<file path="src/rtl/acc_arb_pkg.sv">
// Shared types and helpers for the accumulator group arbiter.
package acc_arb_pkg;

  typedef enum logic [0:0] {
    IDLE   = 1'b0,
    STREAM = 1'b1
  } arb_state_t;

  // Upper bounds on requester count and the tag width that indexes them.
  localparam int unsigned MAX_REQ   = 16;
  localparam int unsigned MAX_TAG_W = 4;

  // Width of a requester tag; a single requester bit is kept for NUM_REQ of 1 or 2.
  function automatic int unsigned tag_width(input int unsigned num_req);
    return (num_req <= 2) ? 32'd1 : 32'($clog2(num_req));
  endfunction

  // First valid requester at or after rr_ptr, wrapping at num_req.
  function automatic logic [MAX_TAG_W-1:0] next_grant(input logic [MAX_REQ-1:0]   valid,
                                                      input logic [MAX_TAG_W-1:0] rr_ptr,
                                                      input int unsigned          num_req);
    logic [MAX_TAG_W-1:0] sel;
    int unsigned          idx;
    sel = rr_ptr;
    // Walk offsets from farthest to nearest so the nearest valid one wins.
    for (int unsigned off = MAX_REQ; off > 0; off--) begin
      if (off <= num_req) begin
        idx = 32'(rr_ptr) + off - 32'd1;
        if (idx >= num_req) begin
          idx = idx - num_req;
        end
        if (valid[idx[MAX_TAG_W-1:0]]) begin
          sel = idx[MAX_TAG_W-1:0];
        end
      end
    end
    return sel;
  endfunction

endpackage

</file>
<file path="src/rtl/acc_tag_fifo.sv">
// Owner-tag FIFO: one entry per group handed to the accumulator, popped as results return.
module acc_tag_fifo
  import acc_arb_pkg::*;
#(
  parameter int unsigned DEPTH = 16,
  parameter int unsigned TAG_W = 2
) (
  input  logic                       clk,
  input  logic                       rst_n,
  input  logic                       push,
  input  logic [TAG_W-1:0]           push_tag,
  input  logic                       pop,
  output logic [TAG_W-1:0]           head,
  output logic [$clog2(DEPTH):0]     count,
  output logic                       full,
  output logic                       empty
);

  localparam int unsigned PTR_W = $clog2(DEPTH);
  localparam int unsigned CNT_W = PTR_W + 1;

  logic [TAG_W-1:0] mem_q [DEPTH];
  logic [PTR_W-1:0] wr_q, wr_d;
  logic [PTR_W-1:0] rd_q, rd_d;
  logic [CNT_W-1:0] cnt_q, cnt_d;
  logic             do_push;
  logic             do_pop;

  // Pointer and occupancy update; pointers wrap naturally because DEPTH is a power of two.
  always_comb begin
    empty   = (cnt_q == '0);
    full    = (cnt_q == CNT_W'(DEPTH));
    do_pop  = pop & ~empty;
    do_push = push & (~full | do_pop);
    wr_d    = wr_q + PTR_W'(do_push);
    rd_d    = rd_q + PTR_W'(do_pop);
    cnt_d   = cnt_q + CNT_W'(do_push) - CNT_W'(do_pop);
    head    = mem_q[rd_q];
    count   = cnt_q;
  end

  // Pointer and count registers.
  always_ff @(posedge clk or negedge rst_n) begin
    if (!rst_n) begin
      wr_q  <= '0;
      rd_q  <= '0;
      cnt_q <= '0;
    end else begin
      wr_q  <= wr_d;
      rd_q  <= rd_d;
      cnt_q <= cnt_d;
    end
  end

  // Tag storage; contents are don't-care while the count says empty.
  always_ff @(posedge clk) begin
    if (do_push) begin
      mem_q[wr_q] <= push_tag;
    end
  end

endmodule

</file>
<file path="src/rtl/acc_group_arbiter.sv">
// Round-robin, whole-group arbiter in front of a shared sequential group accumulator,
// with in-order result routing back to the requester that owned each group.
module acc_group_arbiter
  import acc_arb_pkg::*;
#(
  parameter int unsigned NUM_REQ   = 4,
  parameter int unsigned WIDTH     = 32,
  parameter int unsigned TAG_DEPTH = 16
) (
  input  logic                         clk,
  input  logic                         rst,
  input  logic [NUM_REQ-1:0]           req_valid,
  input  logic [NUM_REQ*WIDTH-1:0]     req_data,
  input  logic [NUM_REQ-1:0]           req_end_of_group,
  output logic [NUM_REQ-1:0]           req_ready,
  output logic                         acc_valid_in,
  output logic [WIDTH-1:0]             acc_ip,
  output logic                         acc_end_of_group,
  input  logic                         acc_ready,
  input  logic                         acc_valid_out,
  input  logic [WIDTH-1:0]             acc_result,
  output logic                         acc_hold_output,
  output logic [NUM_REQ-1:0]           rsp_valid,
  output logic [WIDTH-1:0]             rsp_result,
  input  logic [NUM_REQ-1:0]           rsp_ready,
  output logic [$clog2(TAG_DEPTH):0]   outstanding,
  output logic                         tag_err
);

  localparam int unsigned TAG_W = tag_width(NUM_REQ);

  typedef logic [TAG_W-1:0] tag_t;

  arb_state_t        state_q, state_d;
  tag_t              grant_q, grant_d;
  tag_t              rr_q, rr_d;
  logic              tag_err_q, tag_err_d;

  logic              sel_valid;
  logic [WIDTH-1:0]  sel_data;
  logic              sel_eog;

  logic              push;
  logic              pop;
  tag_t              head;
  logic              fifo_full;
  logic              fifo_empty;
  logic              head_ready;

  acc_tag_fifo #(
    .DEPTH (TAG_DEPTH),
    .TAG_W (TAG_W)
  ) u_tag_fifo (
    .clk      (clk),
    .rst_n    (rst),
    .push     (push),
    .push_tag (grant_q),
    .pop      (pop),
    .head     (head),
    .count    (outstanding),
    .full     (fifo_full),
    .empty    (fifo_empty)
  );

  // Select the granted requester's beat.
  always_comb begin
    sel_valid = 1'b0;
    sel_data  = '0;
    sel_eog   = 1'b0;
    for (int i = 0; i < NUM_REQ; i++) begin
      if (TAG_W'(i) == grant_q) begin
        sel_valid = req_valid[i];
        sel_data  = req_data[i*WIDTH +: WIDTH];
        sel_eog   = req_end_of_group[i];
      end
    end
  end

  // Next state: grant only when a tag slot is free, release the lock on the last beat.
  always_comb begin
    state_d = state_q;
    grant_d = grant_q;
    rr_d    = rr_q;
    push    = 1'b0;
    case (state_q)
      IDLE: begin
        if ((|req_valid) && !fifo_full) begin
          grant_d = TAG_W'(next_grant(MAX_REQ'(req_valid), MAX_TAG_W'(rr_q), NUM_REQ));
          state_d = STREAM;
        end
      end
      STREAM: begin
        if (sel_valid && acc_ready && sel_eog) begin
          push    = 1'b1;
          rr_d    = (grant_q == TAG_W'(NUM_REQ - 1)) ? '0 : grant_q + TAG_W'(1);
          state_d = IDLE;
        end
      end
    endcase
  end

  // Zero-latency pass-through of the locked stream to the accumulator.
  always_comb begin
    req_ready        = '0;
    acc_valid_in     = 1'b0;
    acc_ip           = '0;
    acc_end_of_group = 1'b0;
    if (state_q == STREAM) begin
      acc_valid_in     = sel_valid;
      acc_ip           = sel_data;
      acc_end_of_group = sel_eog;
      for (int i = 0; i < NUM_REQ; i++) begin
        if (TAG_W'(i) == grant_q) begin
          req_ready[i] = acc_ready;
        end
      end
    end
  end

  // Route each result to the head-of-FIFO owner; an untagged result is dropped and flagged.
  always_comb begin
    rsp_valid       = '0;
    rsp_result      = '0;
    acc_hold_output = 1'b0;
    pop             = 1'b0;
    head_ready      = 1'b0;
    tag_err_d       = tag_err_q;
    for (int i = 0; i < NUM_REQ; i++) begin
      if (TAG_W'(i) == head) begin
        head_ready = rsp_ready[i];
      end
    end
    if (acc_valid_out) begin
      if (!fifo_empty) begin
        for (int i = 0; i < NUM_REQ; i++) begin
          rsp_valid[i] = (TAG_W'(i) == head);
        end
        rsp_result      = acc_result;
        acc_hold_output = ~head_ready;
        pop             = head_ready;
      end else begin
        tag_err_d = 1'b1;
      end
    end
  end

  // State, grant, round-robin pointer and sticky error registers.
  always_ff @(posedge clk or negedge rst) begin
    if (!rst) begin
      state_q   <= IDLE;
      grant_q   <= '0;
      rr_q      <= '0;
      tag_err_q <= 1'b0;
    end else begin
      state_q   <= state_d;
      grant_q   <= grant_d;
      rr_q      <= rr_d;
      tag_err_q <= tag_err_d;
    end
  end

  assign tag_err = tag_err_q;

endmodule

</file>
<file path="config.mk">
export PLATFORM = sky130hd
export DESIGN_NAME = acc_group_arbiter
export DESIGN_NICKNAME = d
export VERILOG_FILES = /design/src/rtl/acc_arb_pkg.sv /design/src/rtl/acc_tag_fifo.sv /design/src/rtl/acc_group_arbiter.sv
export SDC_FILE = /design/constraint.sdc
export NUM_CORES = 1
export LEC_CHECK = 0
export ABC_CLOCK_PERIOD_IN_PS = 4200
export BUFFER_PORTS_ARGS = -buffer_cell sky130_fd_sc_hd__buf_2
export CORE_MARGIN = 2
export CORE_UTILIZATION = 44
export CTS_CLUSTER_DIAMETER = 30
export DETAILED_ROUTE_END_ITERATION = 10
export PLACE_DENSITY = 0.82
export SLEW_MARGIN = 30
export SYNTH_ARGS = -nofsm -noshare
export SYNTH_HDL_FRONTEND = slang
export SYNTH_HIERARCHICAL = 1
export SYNTH_SLANG_ARGS = --single-unit
</file>
<file path="constraint.sdc">
create_clock -name clk -period 4.2 [get_ports clk]
set_input_delay 0.42 -clock clk [delete_from_list [all_inputs] [get_ports clk]]
set_output_delay 0.42 -clock clk [all_outputs]
set_load 0.1 [all_outputs]
</file>
* Yosys cells after proc, flatten, opt, wreduce, memory -nomap -nowiden *
Memories as Yosys holds them, arrays and structs flattened.
Index checks and enable logic that the tools add are counted.

word-level totals
  bits in registers = 19
  bits in latches = 0
  bits in writable memories = 32
  ROM bits = 0
  bits of input ports = 176
  output and inout bits = 81
  logic and storage cells = 123
  memories = 1

memory list
  name              words  width  read ports  clocked after Yosys merged registers in  wr ports  RTL line            source
  u_tag_fifo.mem_q  16     2      1           0                                        1         acc_tag_fifo.sv:22  logic [TAG_W-1:0] mem_q [DEPTH];

operators by class
  add/subtract/negate cells = 17
  multiply operators = 0
  div/mod/pow operators = 0
  $lt $le $gt $ge = 8
  eq/ne operators = 8
  shift operators = 0
  mux-type cells = 64
  bitwise operators = 7
  reductions and logical operators = 11

operators by type and width
  cell                 number
  $mux 32              7
  $ge 32x3->1 const B  4
  $mux 4               15
  $mux 1               32
  $lt 4x5->1 const B   4
  $bmux 1 s4           4
  $sub 4x4->4 const B  4
  $sub 3x1->4 const B  3
  $mux 2               5
  $add 4x1->4          2
  $eq 2x2->1 const A   4
  $add 2x2->3 const B  2
  $reduce_and 2->1     3
  $add 5x1->5          1
  $eq 5x5->1 const B   1
  $logic_not 5->1      1
  $sub 4x1->5 const B  1
  $sub 5x1->5          1
  $add 2x3->4 const B  1
  $eq 1x2->1 const A   2
  $logic_not 2->1      2
  $not 1->1            4
  $reduce_or 4->1      1
  $add 2x1->3 const B  1
  7 further kinds      10

* Logic depth before layout (Yosys ltp) *
An unclocked memory read counts as a cell.

  depth after elaboration = 13
  mapped depth = 17
  depth with buffers taken out = 16

* By module *
The synthesis kept the hierarchy.

by module, submodules not included
  module             times used  cells each  area each (um2)  sequential area each (um2)
  acc_group_arbiter  1           317         2162.1           150.1
  acc_tag_fifo       1           132         2028.2           1286.2

* Worst setup path before layout *
OpenSTA, ideal clock, no wires.

  path type = flip-flop to output port
  from = register u_tag_fifo.cnt_q[2] (netlist: u_tag_fifo/count[2])
  to = output port rsp_valid[1]
  arrival time = 3940 ps
  data required time = 3780 ps
  setup slack = -160 ps
  stages on the path, launching flop included = 6
  buffers on the path = 0
  cell sequence = dfrtp_1 > inv_1 > ha_1 > nor4b_2 > nand2b_1 > nor3b_1

between the ends
  longest elaborated chain between the ends = 3

ends and longest elaborated chain
  element                   RTL line                  source
  start: declaration        acc_tag_fifo.sv:25        logic [CNT_W-1:0] cnt_q, cnt_d;
  start signal: assignment  acc_tag_fifo.sv:51        cnt_q <= cnt_d;
  $logic_not 5->1           acc_tag_fifo.sv:31        empty = (cnt_q == '0);
  via fifo_empty            acc_group_arbiter.sv:47   logic fifo_empty;
  $mux 4                    acc_group_arbiter.sv:134  if (!fifo_empty) begin
  $mux 4                    acc_group_arbiter.sv:133  if (acc_valid_out) begin
  end: declaration          acc_group_arbiter.sv:23   output logic [NUM_REQ-1:0] rsp_valid,

The timed path passes the listed nets, and every way through them passes these cells.

* Worst setup path in the final report *
  from = register grant_q[1]
  to = register u_tag_fifo.cnt_q[4] (netlist: u_tag_fifo/count[4])

between the ends
  longest elaborated chain between the ends = 12
  elaborated cells on any way between the ends = 19
  classes of those cells = 2 x add/sub; 3 x eq/ne; 10 x mux; 1 x bitwise; 3 x reduce/logical

ends and longest elaborated chain
  element                   RTL line                  source
  start: declaration        acc_group_arbiter.sv:35   tag_t grant_q, grant_d;
  start signal: assignment  acc_group_arbiter.sv:156  grant_q <= grant_d;
  $logic_not 2->1           acc_group_arbiter.sv:71   if (TAG_W'(i) == grant_q) begin
  $mux 1 (4 in a row)       acc_group_arbiter.sv:71
  $logic_and 1x1->1         acc_group_arbiter.sv:93   if (sel_valid && acc_ready && sel_eog) begin
  $logic_and 1x1->1 (*)     acc_group_arbiter.sv:93
  $mux 1 (*)                acc_group_arbiter.sv:93
  $mux 1 (*)                acc_group_arbiter.sv:85   case (state_q)
  via push                  acc_group_arbiter.sv:43   logic push;
  $and 1x1->1 (*)           acc_tag_fifo.sv:34        do_push = push & (~full | do_pop);
  $add 5x1->5 (*)           acc_tag_fifo.sv:37        cnt_d = cnt_q + CNT_W'(do_push) - CNT_W'(do_pop);
  $sub 5x1->5 (*)           acc_tag_fifo.sv:37
  via u_tag_fifo.cnt_d[4]   acc_tag_fifo.sv:25

Mark *: on every way through the listed nets, which the timed path passes. The rest lies on a longest branch.
A chain may end at the register's enable or synchronous reset.

==> metrics.md <==
| Metric | Value |
|---|---|
| # setup viols final | 0 |
| Fin crit share | 0.875 |
| Post-route antenna net violation count | 0 |
| DR pass1 iterations | 4 |
| Post-layout instance area | 5670 µm² |
| Hold violation count in the final report | 0 |
| Count of buffers from port buffering | 256 |
| Crit path time final | 3.67 ns |
| Vias in the first global route | 4041 |
| Syn Std Cell Area | 4190 µm² |
| Max FO, Critical Path | 20 |
| Number of synthesized flops with an enable pin | 32 |
| Final HPWL DP | 10100 µm |
| Initial antenna violation count | 0 |
| Status | finished clean |
| Clk_lat worst skew | 0.31 ns |
| Synth warnings | 6 |
| Clock sink count | 51 |
| Global route total overflow | 0 |
| Largest net degree at the start of global routing | 42 |
| Synth top area share | 0.229 |
| Worst slew pin tran | 0.919 ns |
| Layout area overhead | 35.4% |
| Synth area leaders | edfxtp_1, dfrtp_1, nor2b_1, a221oi_1, ha_1 |
| Post-place instance area | 5530 µm² |
| Total Routed Length | 12600 µm |
| All-Layer GR Usage | 0.227 |
| Fillcell total | 787 |
| Final Slew Violations | 0 |
| Mapped Cells | 449 |
| CTS clk-pin slew, worst paths | 0.09 ns |
| Layout cells sized above 1 | 0.420 |
| Via density | 5.41 |
| Clk_skew | 0.0106 ns |
| Max Cap Viol | 0 |
| Crit end category | register |
| Mean post-synth cell area | 9.33 µm² |
| Die width | 102 µm |
| Relative slew margins | 0.379 |
| Sequential area share after synthesis | 0.343 |
| Syn Nets | 644 |
| CTS tree | yes |
| CTS root buf | clkbuf_8 |
| Critical path class | register to register |
| Hold-fix buffers, CTS | 0 |
| WP data required | 4.43 ns |
| Die H | 102 µm |
| Worst Path Arrival | 3.91 ns |
| I/O pins | 257 |
| Setup crit start kind | register |
| DRC violations left | 0 |
| Setup_tns | 0 ns |
| Initial Utilization | 0.453 |
| FF+latch count, synth | 51 |
| Full die area | 10300 µm² |
| WHS | 0.0542 ns |
| Antenna Diode Count | 0 |
| Hold crit path type | input port to asynchronous set/reset pin |
| Synth Flop Type | edfxtp_1 |
| Nets | 878 |
| RSZ-0062 raised after global routing | false |
| H-tree depth | 2 |
| WL per Instance | 15.5 µm |
| Area leader, netlist | edfxtp_1 |
| Drt initial violations | 214 |
| Vias | 4401 |
| GPL Wtd Cong | 0.890 |
| Site Rows | 35 |
| CTS Buf Count | 5 |
| Async SR Flop Fraction | 0.373 |
| First-pass GRT wire length | 18600 µm |
| Core area | 9240 µm² |
| Clk buf depth | 2 |
| Achievable Freq | 272 MHz |
| Netlist cell types | 49 |
-- registers in the layout, summed over array words and instances (netlist names) --
| name | cells |
|---|---|
| u_tag_fifo/mem_q | 32 |
| u_tag_fifo/rd_q | 4 |
| u_tag_fifo/count | 5 |
| tag_err | 1 |
| u_tag_fifo/wr_q | 4 |
| rr_q | 2 |
| grant_q | 2 |
| state_q | 1 |
-- area by class of cell --
| class | instances | area (µm²) | area share |
|---|---|---|---|
| multi-input combinational | 343 | 2530 | 0.446 |
| sequential | 51 | 1440 | 0.253 |
| timing repair buffer | 264 | 1340 | 0.236 |
| tap | 129 | 161 | 0.0285 |
| clock buffer | 5 | 68.8 | 0.0121 |
| clock inverter | 3 | 67.6 | 0.0119 |
| inverter | 18 | 67.6 | 0.0119 |
-- path summary, 6_finish.rpt --
path                                   startpoint                             to  slack, ns  depth (start not counted)
max                        grant_q[1]$_DFFE_PN0P_  u_tag_fifo/count[4]$_DFF_PN0_       0.53                         17
min                                           rst   u_tag_fifo/rd_q[1]$_DFF_PN0_       0.05                          1
max reg2reg                grant_q[1]$_DFFE_PN0P_  u_tag_fifo/count[4]$_DFF_PN0_       0.53                         17
min reg2reg                   tag_err$_DFFE_PN0P_            tag_err$_DFFE_PN0P_       0.47                          1
max in group asynchronous                     rst   u_tag_fifo/wr_q[2]$_DFF_PN0_       3.81                          1
min in group clk                    acc_valid_out            tag_err$_DFFE_PN0P_       0.34                          2
-- synthesized netlist by cell type, types with 3 or more instances --
cell	instances
a221oi_1	33
inv_1	18
nor2b_1	69
and2_1	34
xnor2_1	5
and3_1	7
edfxtp_1	32
dfrtp_1	19
mux4_1	8
mux4_2	3
o21ai_0	4
ha_1	18
nand2_1	12
a21oi_1	42
xor2_1	4
nor3_1	36
nor2_1	20
buf_6	4
nand2b_1	4
mux2i_1	5
nand3_1	5
clkbuf_1	31
nand3b_1	5
-- what timing repair did --
item	CTS	global route
setup buffers	0	0
gates resized for setup	0	1
endpoints found under the setup margin	0	1
-- kinds of logic after synthesis --
logic type                 share of synthesized area
adders and majority gates                     0.0585
DFF                                            0.343
and+or+nand+nor                                0.270
AOI/OAI and AO/OA                              0.164
xor gates and xnor gates                      0.0188
buffers and inverters                         0.0591
muxes                                         0.0872
-- per-stage QoR --
step,utilization,worst slack (ns),cells
2_1_floorplan,-,0.0146,449
3_3_place_gp,0.598,0.562,805
3_5_place_dp,0.598,0.379,805
4_1_cts,0.613,0.332,813
5_1_grt,0.614,0.143,813
6_report,0.614,0.525,813
-- critical path, stage by stage, from the launching register on --
cell	delay, ns
dfrtp_1	0.75
inv_1	0.15
ha_1	0.26
buf_4	0.21
nand3b_1	0.17
a21oi_1	0.16
a32oi_1	0.15
nor2_1	0.36
xnor2_1	0.16
nand2_1	0.07
o21ai_0	0.08
ha_1	0.19
inv_1	0.06
fa_1	0.39
inv_1	0.07
a21oi_1	0.06
o21bai_1	0.17
xnor2_1	0.13
-- layout by cell type, fill, tap and decap left out, types with 3 or more instances in the layout --
cell type and count:
dfrtp_1 19, mux4_2 3, nand3b_1 5, nor3_1 36
mux4_1 8, inv_1 18, nor2b_1 68, clkbuf_8 5
ha_1 16, xnor2_1 5, a221oi_1 33, edfxtp_1 32
buf_4 8, o21ai_0 4, nand2_1 12, mux2i_1 5
a21oi_1 42, xor2_1 4, nand3_1 5, and3_1 7
and2_1 34, buf_2 256, nor2_1 20, nand2b_1 4
-- per-layer routing --
| layer | vias to the layer above | part of all wire | track usage |
|---|---|---|---|
| li1 | 2116 | - | - |
| met1 | 2054 | 0.38 | 0.256 |
| met2 | 214 | 0.52 | 0.436 |
| met3 | 17 | 0.077 | 0.0345 |
| met4 | 0 | 0.019 | 0.0717 |
| met5 | - | 0 | 0 |
Power is not shown: default switching activity piles up to over one toggle a cycle in this logic, so the estimate is an artifact.
